[src/rtl/seq_alu.sv]
// Sequential ALU: single-cycle logic/arithmetic ops plus iterative shift-add
// multiply and restoring divide, with registered results and a done pulse.
module seq_alu #(
  parameter int WIDTH          = 32,
  parameter int ITER_PER_CYCLE = 1
) (
  input  logic             clk,
  input  logic             rst,
  input  logic             start,
  input  logic [3:0]       control,
  input  logic [WIDTH-1:0] in1,
  input  logic [WIDTH-1:0] in2,
  output logic [WIDTH-1:0] out1,
  output logic [WIDTH-1:0] out2,
  output logic             o,
  output logic             z,
  output logic             busy,
  output logic             done
);

  localparam int STEPS = WIDTH / ITER_PER_CYCLE;
  localparam int CW    = $clog2(STEPS + 1);
  localparam int M     = WIDTH - 1;

  localparam logic [3:0] OP_AND  = 4'b0000;
  localparam logic [3:0] OP_OR   = 4'b0001;
  localparam logic [3:0] OP_ADDU = 4'b0010;
  localparam logic [3:0] OP_SUBU = 4'b0011;
  localparam logic [3:0] OP_SLT  = 4'b0100;
  localparam logic [3:0] OP_SLTU = 4'b0101;
  localparam logic [3:0] OP_NOR  = 4'b0111;
  localparam logic [3:0] OP_ADDS = 4'b1010;
  localparam logic [3:0] OP_SUBS = 4'b1011;
  localparam logic [3:0] OP_MULU = 4'b1100;
  localparam logic [3:0] OP_DIVU = 4'b1101;
  localparam logic [3:0] OP_MULS = 4'b1110;
  localparam logic [3:0] OP_DIVS = 4'b1111;

  typedef enum logic [2:0] {IDLE, MUL, DIV, FIX, DONE} state_t;

  state_t           state, next_state;
  logic [CW-1:0]    cnt;
  logic [3:0]       op;
  logic [WIDTH-1:0] a, b, hi, lo, hi_n, lo_n;
  logic             neg_q, neg_r, div0, ovf;

  logic             accept, is_mul, is_div, is_signed, load_out;
  logic [WIDTH:0]   sum_u, step_sum, step_rem;
  logic [WIDTH-1:0] dif, alu_r;
  logic             alu_o;
  logic [2*WIDTH-1:0] prod_s;
  logic [WIDTH-1:0] q_s, r_s, res1, res2;
  logic             reso;

  function automatic logic [WIDTH-1:0] mag(input logic [WIDTH-1:0] x);
    return x[M] ? -x : x;
  endfunction

  assign accept    = (state == IDLE) && start;
  assign is_mul    = (control == OP_MULU) || (control == OP_MULS);
  assign is_div    = (control == OP_DIVU) || (control == OP_DIVS);
  assign is_signed = (control == OP_MULS) || (control == OP_DIVS);
  assign busy      = (state != IDLE);
  assign done      = (state == DONE);

  // NOTE: sequential state uses non-blocking assignments so every register
  // samples pre-edge values regardless of process ordering.
  always_ff @(posedge clk) begin
    if (rst) state <= IDLE;
    else     state <= next_state;
  end

  // NOTE: every combinational output gets a default first so no path leaves
  // it unassigned, which would otherwise infer a latch.
  always_comb begin
    next_state = state;
    case (state)
      IDLE: if (start) next_state = is_mul ? MUL : (is_div ? DIV : DONE);
      MUL,
      DIV:  if (cnt == CW'(STEPS - 1)) next_state = FIX;
      FIX:  next_state = DONE;
      DONE: next_state = IDLE;
      default: next_state = IDLE;
    endcase
  end

  // Single-cycle operations, evaluated straight from the inputs on the accept edge.
  assign sum_u = {1'b0, in1} + {1'b0, in2};
  assign dif   = in1 - in2;

  always_comb begin
    alu_r = '0;
    alu_o = 1'b0;
    case (control)
      OP_AND:  alu_r = in1 & in2;
      OP_OR:   alu_r = in1 | in2;
      OP_NOR:  alu_r = ~(in1 | in2);
      OP_ADDU: begin alu_r = sum_u[M:0]; alu_o = sum_u[WIDTH]; end
      OP_SUBU: begin alu_r = dif;        alu_o = (in1 < in2);  end
      OP_SLT:  alu_r = {{(WIDTH-1){1'b0}}, ($signed(in1) < $signed(in2))};
      OP_SLTU: alu_r = {{(WIDTH-1){1'b0}}, (in1 < in2)};
      OP_ADDS: begin
        alu_r = sum_u[M:0];
        alu_o = (in1[M] == in2[M]) && (sum_u[M] != in1[M]);
      end
      OP_SUBS: begin
        alu_r = dif;
        alu_o = (in1[M] != in2[M]) && (dif[M] != in1[M]);
      end
      default: ;
    endcase
  end

  // One or two shift-add / restoring-divide steps on magnitudes; hi is the
  // accumulator or partial remainder, lo the multiplier or forming quotient.
  always_comb begin
    hi_n     = hi;
    lo_n     = lo;
    step_sum = '0;
    step_rem = '0;
    for (int i = 0; i < ITER_PER_CYCLE; i++) begin
      if (state == MUL) begin
        step_sum = {1'b0, hi_n} + (lo_n[0] ? {1'b0, b} : '0);
        lo_n     = {step_sum[0], lo_n[M:1]};
        hi_n     = step_sum[WIDTH:1];
      end else begin
        step_rem = {hi_n, lo_n[M]};
        lo_n     = {lo_n[M-1:0], 1'b0};
        if (step_rem >= {1'b0, b}) begin
          step_rem = step_rem - {1'b0, b};
          lo_n[0]  = 1'b1;
        end
        hi_n = step_rem[M:0];
      end
    end
  end

  // Sign correction applied in FIX.
  assign prod_s = neg_q ? -{hi, lo} : {hi, lo};
  assign q_s    = neg_q ? -lo : lo;
  assign r_s    = neg_r ? -hi : hi;

  always_comb begin
    res1 = alu_r;
    res2 = '0;
    reso = alu_o;
    if (state == FIX) begin
      if ((op == OP_MULU) || (op == OP_MULS)) begin
        res1 = prod_s[M:0];
        res2 = prod_s[2*WIDTH-1:WIDTH];
        reso = 1'b0;
      end else if (div0) begin
        res1 = '1;
        res2 = a;
        reso = 1'b1;
      end else begin
        res1 = q_s;
        res2 = r_s;
        reso = ovf;
      end
    end
  end

  assign load_out = (accept && !is_mul && !is_div) || (state == FIX);

  always_ff @(posedge clk) begin
    if (rst) begin
      cnt  <= '0;
      out1 <= '0;
      out2 <= '0;
      o    <= 1'b0;
      z    <= 1'b0;
    end else begin
      cnt <= ((state == MUL) || (state == DIV)) ? cnt + 1'b1 : '0;
      if (load_out) begin
        out1 <= res1;
        out2 <= res2;
        o    <= reso;
        z    <= (res1 == '0) && (res2 == '0);
      end
    end
  end

  // NOTE: operand/working registers carry no reset; they are always loaded on
  // the accept edge before anything reads them.
  always_ff @(posedge clk) begin
    if (accept) begin
      op    <= control;
      a     <= in1;
      hi    <= '0;
      lo    <= is_signed ? mag(in1) : in1;
      b     <= is_signed ? mag(in2) : in2;
      neg_q <= is_signed && (in1[M] ^ in2[M]);
      neg_r <= is_signed && in1[M];
      div0  <= (in2 == '0);
      ovf   <= (control == OP_DIVS) && (in1 == {1'b1, {(WIDTH-1){1'b0}}}) && (in2 == '1);
    end else if ((state == MUL) || (state == DIV)) begin
      hi <= hi_n;
      lo <= lo_n;
    end
  end

endmodule

[config.mk]
export PLATFORM = sky130hd
export DESIGN_NAME = seq_alu
export DESIGN_NICKNAME = d
export VERILOG_FILES = /design/src/rtl/seq_alu.sv
export SDC_FILE = /design/constraint.sdc
export NUM_CORES = 1
export LEC_CHECK = 0
export CORE_AREA = 2 2 230 232
export DETAILED_ROUTE_END_ITERATION = 8
export DIE_AREA = 0 0 232 234
export SKIP_LAST_GASP = 1
export SLEW_MARGIN = 15
export SYNTH_ARGS = -nofsm -noshare
export SYNTH_HDL_FRONTEND = slang
export SYNTH_SLANG_ARGS = --single-unit
[constraint.sdc]
create_clock -name clk -period 7.7 [get_ports clk]
set_input_delay 2.31 -clock clk [delete_from_list [all_inputs] [get_ports clk]]
set_output_delay 2.31 -clock clk [all_outputs]
set_load 0.01 [all_outputs]
# After elaboration in Yosys (flattened, before gate mapping)
# Index checks and enable logic that the tools add are counted.
# Widths: inputs -> output; s select.
# op_classes
n_reduce_logical	30
bitwise_logic	5
mux	30
n_eq_ne	27
n_lt_le_gt_ge	3
addsub	10
# op_table
operator	count
$mux 32	18
$pmux 32 s7	1
$neg 32->32	4
$logic_not 32->1	3
$add 32x32->33	2
$eq 32x32->1 const B	2
$lt 32x32->1	2
$mux 64	1
$neg 64->64	1
$sub 32x32->32	2
$ge 33x32->1	1
$and 32x32->32	1
$eq 4x4->1 const B	8
$not 32->32	1
$or 32x32->32	1
$eq 4x3->1 const B	3
$mux 3	4
$logic_and 1x1->1	10
$pmux 3 s3	1
$eq 4x2->1 const B	2
$reduce_or 2->1	4
$add 6x1->6 const B	1
$eq 3x2->1 const B	2
$eq 6x5->1 const B	1
other kinds (17)	29
# totals
register_bits	211
output_inout_bits	68
inputBits	71

# Longest topological paths before layout
# Gate-level depths: netlist of run 1.
# depth
word_depth	7
mapped_depth	18
depth_no_buf	17

# Least setup slack after synthesis of run 1
# No wires, ideal clock.
# synth_path
path_kind	in2reg
start	input port in1[0]
end	register z
t_arrival_ps	5858
setup_time_ps	61
n_path_buf	0
required_time_ps	7639
path_stages	17
path_slack_ps	1782
path_cell_list	inv_1 > ha_1 > inv_1 > fa_1 > nand2b_1 > a211oi_1 > or4_1 > a21oi_1 > a21o_1 > nand2_1 > a2111oi_0 > a211oi_1 > and4b_1 > nand4b_1 > or4b_1 > nor4_1 > a32o_1
# synth_via
elab_chain_cells	6
# synth_lines
item	line	text
from (decl)	11	input logic [WIDTH-1:0] in1,
branches (longest 2 deep; another with $sub 32x32->32)	-	
$pmux 32 s7 *	94	case (control)
$mux 32 *	147	if (state == FIX) begin
$logic_not 32->1 *	179	z <= (res1 == '0) && (res2 == '0);
$logic_and 1x1->1 *	179	
to (signal assigned)	179	
to (decl)	16	output logic z,
# Mark *: on every way between the ends.
# A chain may end at the register's enable or synchronous reset.

# Final worst setup path of run 1
# layout_path
start	input port in2[0]
end	register z
# layout_via
elab_chain_cells	6
# layout_lines
item	line	text
from (decl)	12	input logic [WIDTH-1:0] in2,
branches (longest 2 deep; another with $sub 32x32->32)	-	
$pmux 32 s7 *	94	
$mux 32 *	147	
$logic_not 32->1 *	179	
$logic_and 1x1->1 *	179	
# Marks and branches as above.

==> impl_metrics.toml, run 1 <==
[status]
status = "completed"

[final_layout]
syn2layout_area_growth_pct = 15.2
finish.utilization = 0.466
finalNetCount = 3125
nFillCells = 5233
drive_gt1_frac = 0.0596

[route]
wl_met1_mm = 39.9
wl_per_cell_um = 26.9
viasPerCell = 6.31
vias = 22700
drc = 0
drt_iter0_markers = 2230
wl_met2_mm = 43.5
ant_nets = 0
top_layer_used = "met4"
dr_wl_met3_mm = 7.96
drt_wl_total_mm = 96.7
dr.pass1.iters = 5

[sta]
maxSlewViolCount = 0
final_hold_viol_count = 0
setup_violations = 0
fin_crit_ps = 6870
max_freq_mhz = 146
fin_skew_ps = 21.4
rsz0062_at_grt = "false"
timing.final.crit_share = 0.893
slew_headroom = 0.137
timing.hold.ws_ps = 457
fin_tns_setup_ps = 0
tightest_slew_ps = 1280

[die]
die_area_mm2 = 0.0543
core-area_mm2 = 0.0520
start_util = 0.404
die_y_um = 234
die_x_um = 232
core.rowCount = 84
io_pins = 139

[clocking]
clkTransAtPathRegs_ps = 60
postCtsSetupRepairBufs = 0
cts_buffer_depth = 3
clk-insertion-delay-late_ps = 580
cts_sinks = 210
post_cts_resized = 0
htreeDepth = 1
cts_tree = "built"
cts_buffers = 27
cts_hold_buf = 0
clock-root-buffer = "clkbuf_16"

[global_route]
antenna_found_initial = 5
grt_overflow_total = 0
grt_pass1_wl_mm = 141
grt_usage = 0.347
grt_pass1_vias = 21400
grt_max_degree = 64

[synth]
synth_fp_nets = 3050
synth.distinct_cells = 86
ys_seq_elements = 210
async_reset_ff_frac = 0
yosys_warnings = 0
syn_inst = 2806
synth_edf_count = 103
ys_seq_area_frac = 0.249
synth_ff_type = "dfxtp_1"
synth_area_per_cell_um2 = 7.49
syn_area_mm2 = 0.0210

[placement]
finalWeightedCongestion = 1.00
hpwlAfterDp_mm = 76.0
port_buffers = 138

[job]
cap_violations = 0

[setup_path]
critPathSlowestCell = "a221oi_1"
cpPeakStageDelay_ps = 640
critical_path_class = "in -> reg"
worstPathArrival_ps = 7390
worst-path-buf-inv = 1
path_max_fanout = 7
worst-endpoint-required_ps = 8220
cp_cell_sequence = "clkdlybuf4s50_1, ha_1, fa_1, a211o_1, a21oi_1, nor4b_1, a41o_1, a221o_1, a221oi_1, nor4b_1, nand4_1, nor4_2, nand4b_1, or4b_1, nor4_1, a32o_1"
path_common_cell = "nor4b_1"
start_kind = "input port"
critical_path.top_delay_family = "simple AND/OR/NAND/NOR gates"
setup.worst_path.end_class = "register"

[pwr]
powerDensity_mw_per_mm2 = 314
irDropWorstVdd_uv = 195
p_leak_nw = 9.53

[min_path]
worstHoldPathType = "reg -> reg"
-- cell usage in the layout (no fill, tap or decap), types with 68 or more instances in the layout --
master and count:
nor2_1 308, nand2_1 283, a21oi_1 254, ha_1 169, o21ai_0 164, inv_1 161, clkdlybuf4s50_1 137, xnor2_1 129
dfxtp_1 107, edfxtp_1 103, buf_4 79, nor3_1 76, a31oi_1 68
-- final timing paths --
check / start / endpoint / slack, ps / depth (start not counted)
worst max-delay path: in2[0] / z$_SDFFE_PP0P_ / 830 / 16
worst min-delay path: out2[11]$_SDFFE_PP0P_ / out2[11]$_SDFFE_PP0P_ / 460 / 2
worst max register to register: lo[20]$_DFFE_PP_ / z$_SDFFE_PP0P_ / 1820 / 12
worst min register to register: out2[11]$_SDFFE_PP0P_ / out2[11]$_SDFFE_PP0P_ / 460 / 2
-- sequential cells by signal, summed over array words and instances, names as in the netlist --
| name | count |
|---|---|
| hi | 32 |
| b | 32 |
| cnt | 6 |
| state | 3 |
| a | 32 |
| neg_q | 1 |
| o | 1 |
| lo | 32 |
| out1 | 32 |
| div0 | 1 |
| ovf | 1 |
| neg_r | 1 |
| out2 | 32 |
| op | 3 |
| z | 1 |
-- logic make-up after synthesis --
| logic type | count (synthesis) | synth area share |
|---|---|---|
| AOI/OAI and AO/OA | 888 | 0.272 |
| DFF | 210 | 0.249 |
| adders and majority gates | 173 | 0.104 |
| and+or+nand+nor | 990 | 0.224 |
| muxes | 25 | 0.0120 |
| xor gates and xnor gates | 187 | 0.0779 |
| buffers and inverters | 333 | 0.0601 |
-- report_power, final --
part	switching, W	total, W	leakage, nW	internal, W
clock network	0.000562	0.00142	0.479	0.000858
logic	0.00267	0.00411	7.19	0.00144
registers	0.000450	0.00206	1.85	0.00161
-- cell usage after synthesis (6+ instances only) --
library cell / n / area, um^2
a2111oi_0: 6 / 52.6
a211o_1: 12 / 105
a211oi_1: 56 / 420
a21o_1: 43 / 323
a21oi_1: 256 / 1280
a221o_1: 7 / 70.1
a221oi_1: 23 / 201
a22oi_1: 13 / 97.6
a31oi_1: 68 / 425
a32oi_1: 7 / 61.3
a41oi_1: 6 / 52.6
and2_1: 14 / 87.6
and3_1: 15 / 93.8
buf_1: 11 / 41.3
buf_2: 11 / 55.1
clkbuf_1: 149 / 559
dfxtp_1: 107 / 2140
edfxtp_1: 103 / 3090
ha_1: 169 / 2110
inv_1: 162 / 608
mux2i_1: 24 / 240
nand2_1: 284 / 1070
nand2b_1: 23 / 144
nand3_1: 57 / 285
nand3b_1: 6 / 45.0
nand4_1: 43 / 269
nor2_1: 310 / 1160
nor2b_1: 19 / 119
nor3_1: 77 / 385
nor3b_1: 6 / 45.0
nor4_1: 44 / 275
o211ai_1: 44 / 330
o21a_1: 21 / 158
o21ai_0: 164 / 821
o21bai_1: 26 / 195
o221ai_1: 9 / 78.8
o22ai_1: 19 / 119
o31ai_1: 37 / 278
o41ai_1: 17 / 149
or2_2: 15 / 93.8
or3_1: 27 / 169
or4_1: 14 / 105
xnor2_1: 129 / 1130
xor2_1: 58 / 508
-- tightest hold or removal path, cell delays in order, from the launching register on --
cell and delay (ps):
dfxtp_1 310, nand2_1 50, a21oi_1 50
-- per-layer routing --
| metal | vias up | global-route usage |
|---|---|---|
| met5 | - | 0 |
| met4 | 0 | 0.169 |
| met2 | 1166 | 0.562 |
| li1 | 10400 | - |
| met3 | 205 | 0.0536 |
| met1 | 10900 | 0.451 |
-- final cells by class --
class                   instances  area, um^2  area share
inverters                     162         609      0.0251
clock inverters                21         283      0.0117
repair buffers                217        1970      0.0813
clock buffers                  29         693      0.0286
multi-input cells            2263       14600       0.602
diodes                          1        2.50    0.000103
flip-flops and latches        210        5240       0.216
well taps                     688         861      0.0355
-- stage by stage --
| step | std cells | worst slack [ps] | total power [W] | area [um^2] |
|---|---|---|---|---|
| after floorplan | 2806 | 1780 | 0.00471 | 21000 |
| final | 3591 | 827 | 0.00760 | 24200 |
| after global routing | 3590 | 668 | 0.00804 | 24200 |
| after global placement | 3540 | 506 | 0.00603 | 23300 |
| after detailed placement | 3540 | 372 | 0.00608 | 23300 |
| after CTS | 3590 | 953 | 0.00752 | 24200 |
Note: power is estimated with default switching activity, not from simulation.
==> run 2, diff against run 1 <==
--- a/config.mk
+++ b/config.mk
@@ -8,6 +8,7 @@
 export CORE_AREA = 2 2 230 232
 export DETAILED_ROUTE_END_ITERATION = 8
 export DIE_AREA = 0 0 232 234
+export RECOVER_POWER = 50
 export SKIP_LAST_GASP = 1
 export SLEW_MARGIN = 15
 export SYNTH_ARGS = -nofsm -noshare
==> run 2 against run 1 <==
Sequential share of layout area is 0.056 points higher; the run now ends with max-capacitance violations, max-slew violations left; fmax is 0.53% lower; register-to-register slack hardly changed; combinational power hardly changed; clock-buffer cell count stayed put; clock skew is 0.98 ps higher; utilization is 0.12 points lower; global-route usage stayed put; largest cell class unchanged; flip-flop and latch count stayed put; clock power hardly changed.
==> impl_metrics.toml, run 2 (same netlist as run 1, synthesis figures left out) <==
[status]
status = "finished, violations left"
violations = "max-capacitance violations, max-slew violations"

[clocking]
cts_sinks = 210
post_cts_resized = 0
cts_tree = "built"
clkTransAtPathRegs_ps = 60
cts_buffer_depth = 3
clk-insertion-delay-late_ps = 580
cts_hold_buf = 0
htreeDepth = 1
postCtsSetupRepairBufs = 0
clock-root-buffer = "clkbuf_16"
cts_buffers = 27

[die]
die_area_mm2 = 0.0543
start_util = 0.404
die_x_um = 232
core-area_mm2 = 0.0520
io_pins = 139
core.rowCount = 84
die_y_um = 234

[setup_path]
path_max_fanout = 7
start_kind = "input port"
path_common_cell = "o21ai_0"
setup.worst_path.end_class = "register"
critPathSlowestCell = "dlygate4sd3_1"
worst-endpoint-required_ps = 8210
cp_cell_sequence = "dlygate4sd3_1, ha_1, fa_1, a211o_1, a211oi_1, o31ai_1, a21oi_1, o21ai_0, a221o_1, a31oi_1, o21ai_0, or2_2, or4b_1, nor4_1, a32o_1"
worstPathArrival_ps = 7420
cpPeakStageDelay_ps = 660
critical_path_class = "in -> reg"

[route]
dr.pass1.iters = 8
drt_iter0_markers = 2175
ant_nets = 0
viasPerCell = 6.32
wl_per_cell_um = 26.9
vias = 22700
drt_wl_total_mm = 96.5
drc = 0

[sta]
final_hold_viol_count = 0
maxSlewViolCount = 159
fin_tns_setup_ps = 0
finalWorstSetupSlack_ps = 790
rsz0062_at_grt = "false"
max_freq_mhz = 145
timing.final.crit_share = 0.897
fin_skew_ps = 22.3
fin_crit_ps = 6910
tightest_slew_ps = 2890
slew_headroom = -0.930
setup_violations = 0

[final_layout]
syn2layout_area_growth_pct = 14.9
final_common_cell = "nor2_1"
layout_common_cells = "308 x nor2_1, 283 x nand2_1, 254 x a21oi_1"
drive_gt1_frac = 0.0541
antennaDiodeCount = 0
finalNetCount = 3125

[pwr]
irDropWorstVdd_uv = 195
p_sw_frac = 0.486
p_comb_frac = 0.540
seqPwrFrac = 0.273
clockPowerShare = 0.187
p_switching_w = 0.00368
powerDensity_mw_per_mm2 = 313
p_int_w = 0.00389
p_leak_nw = 9.68

[placement]
finalWeightedCongestion = 1.00
hpwlAfterDp_mm = 76.0
pre_cts_ws_ps = 372
port_buffers = 138

[global_route]
grt_usage = 0.347
grt_overflow_total = 0
antenna_found_initial = 5
grt_pass1_vias = 21400
grt_max_degree = 64
grt_pass1_wl_mm = 141

[min_path]
worstHoldPathType = "reg -> reg"

[job]
cap_violations = 3
[run 2: cell type report]
type	count	area (um^2)
Clock buffer	29	693
Clock inverter	21	283
Fill cell	5250	27900
Inverter	162	609
Multi-Input combinational cell	2263	14600
Sequential cell	210	5240
Tap cell	688	861
Timing Repair Buffer	217	1910
[run 2: critical path: cells and delay by family]
kind / cells / cell delay (ps)
simple gates: 3 / 1120
fa+ha+maj: 2 / 710
compound gates: 9 / 2610
buf+inv: 1 / 660
[run 2: worst paths after layout]
path | startpoint | to | slack [ps] | depth (start not counted)
setup / recovery | in2[0] | z$_SDFFE_PP0P_ | 790 | 15
hold / removal | out2[31]$_SDFFE_PP0P_ | out2[31]$_SDFFE_PP0P_ | 450 | 2
setup reg to reg | lo[20]$_DFFE_PP_ | z$_SDFFE_PP0P_ | 1820 | 12
hold reg to reg | out2[31]$_SDFFE_PP0P_ | out2[31]$_SDFFE_PP0P_ | 450 | 2
[run 2: stage by stage]
stage / cells / instance area (um^2) / hold slack, ps / util / total power, W
CTS: 3590 / 24200 / 456 / 0.466 / 0.00752
floorplan: 2806 / 21000 / 432 / - / 0.00471
global route: 3590 / 24200 / 485 / 0.465 / 0.00801
detailed placement: 3540 / 23300 / 448 / 0.447 / 0.00608
finish: 3590 / 24200 / 454 / 0.465 / 0.00757
global placement: 3540 / 23300 / 443 / 0.447 / 0.00603
[run 2: metal layers]
layer / global-route usage / part of all wire
met1: 0.451 / 0.41
met2: 0.562 / 0.45
met3: 0.0536 / 0.082
met4: 0.169 / 0.055
met5: 0 / 0.00011
[run 2: power by group through the flow]
| stage | clock (W) | sequential (W) | combinational, W |
|---|---|---|---|
| floorplan | 0 | 0.00185 | 0.00286 |
| global placement | 0 | 0.00206 | 0.00396 |
| detailed placement | 0 | 0.00207 | 0.00401 |
| CTS | 0.00143 | 0.00205 | 0.00403 |
| global route | 0.00147 | 0.00210 | 0.00444 |
| finish | 0.00142 | 0.00206 | 0.00409 |
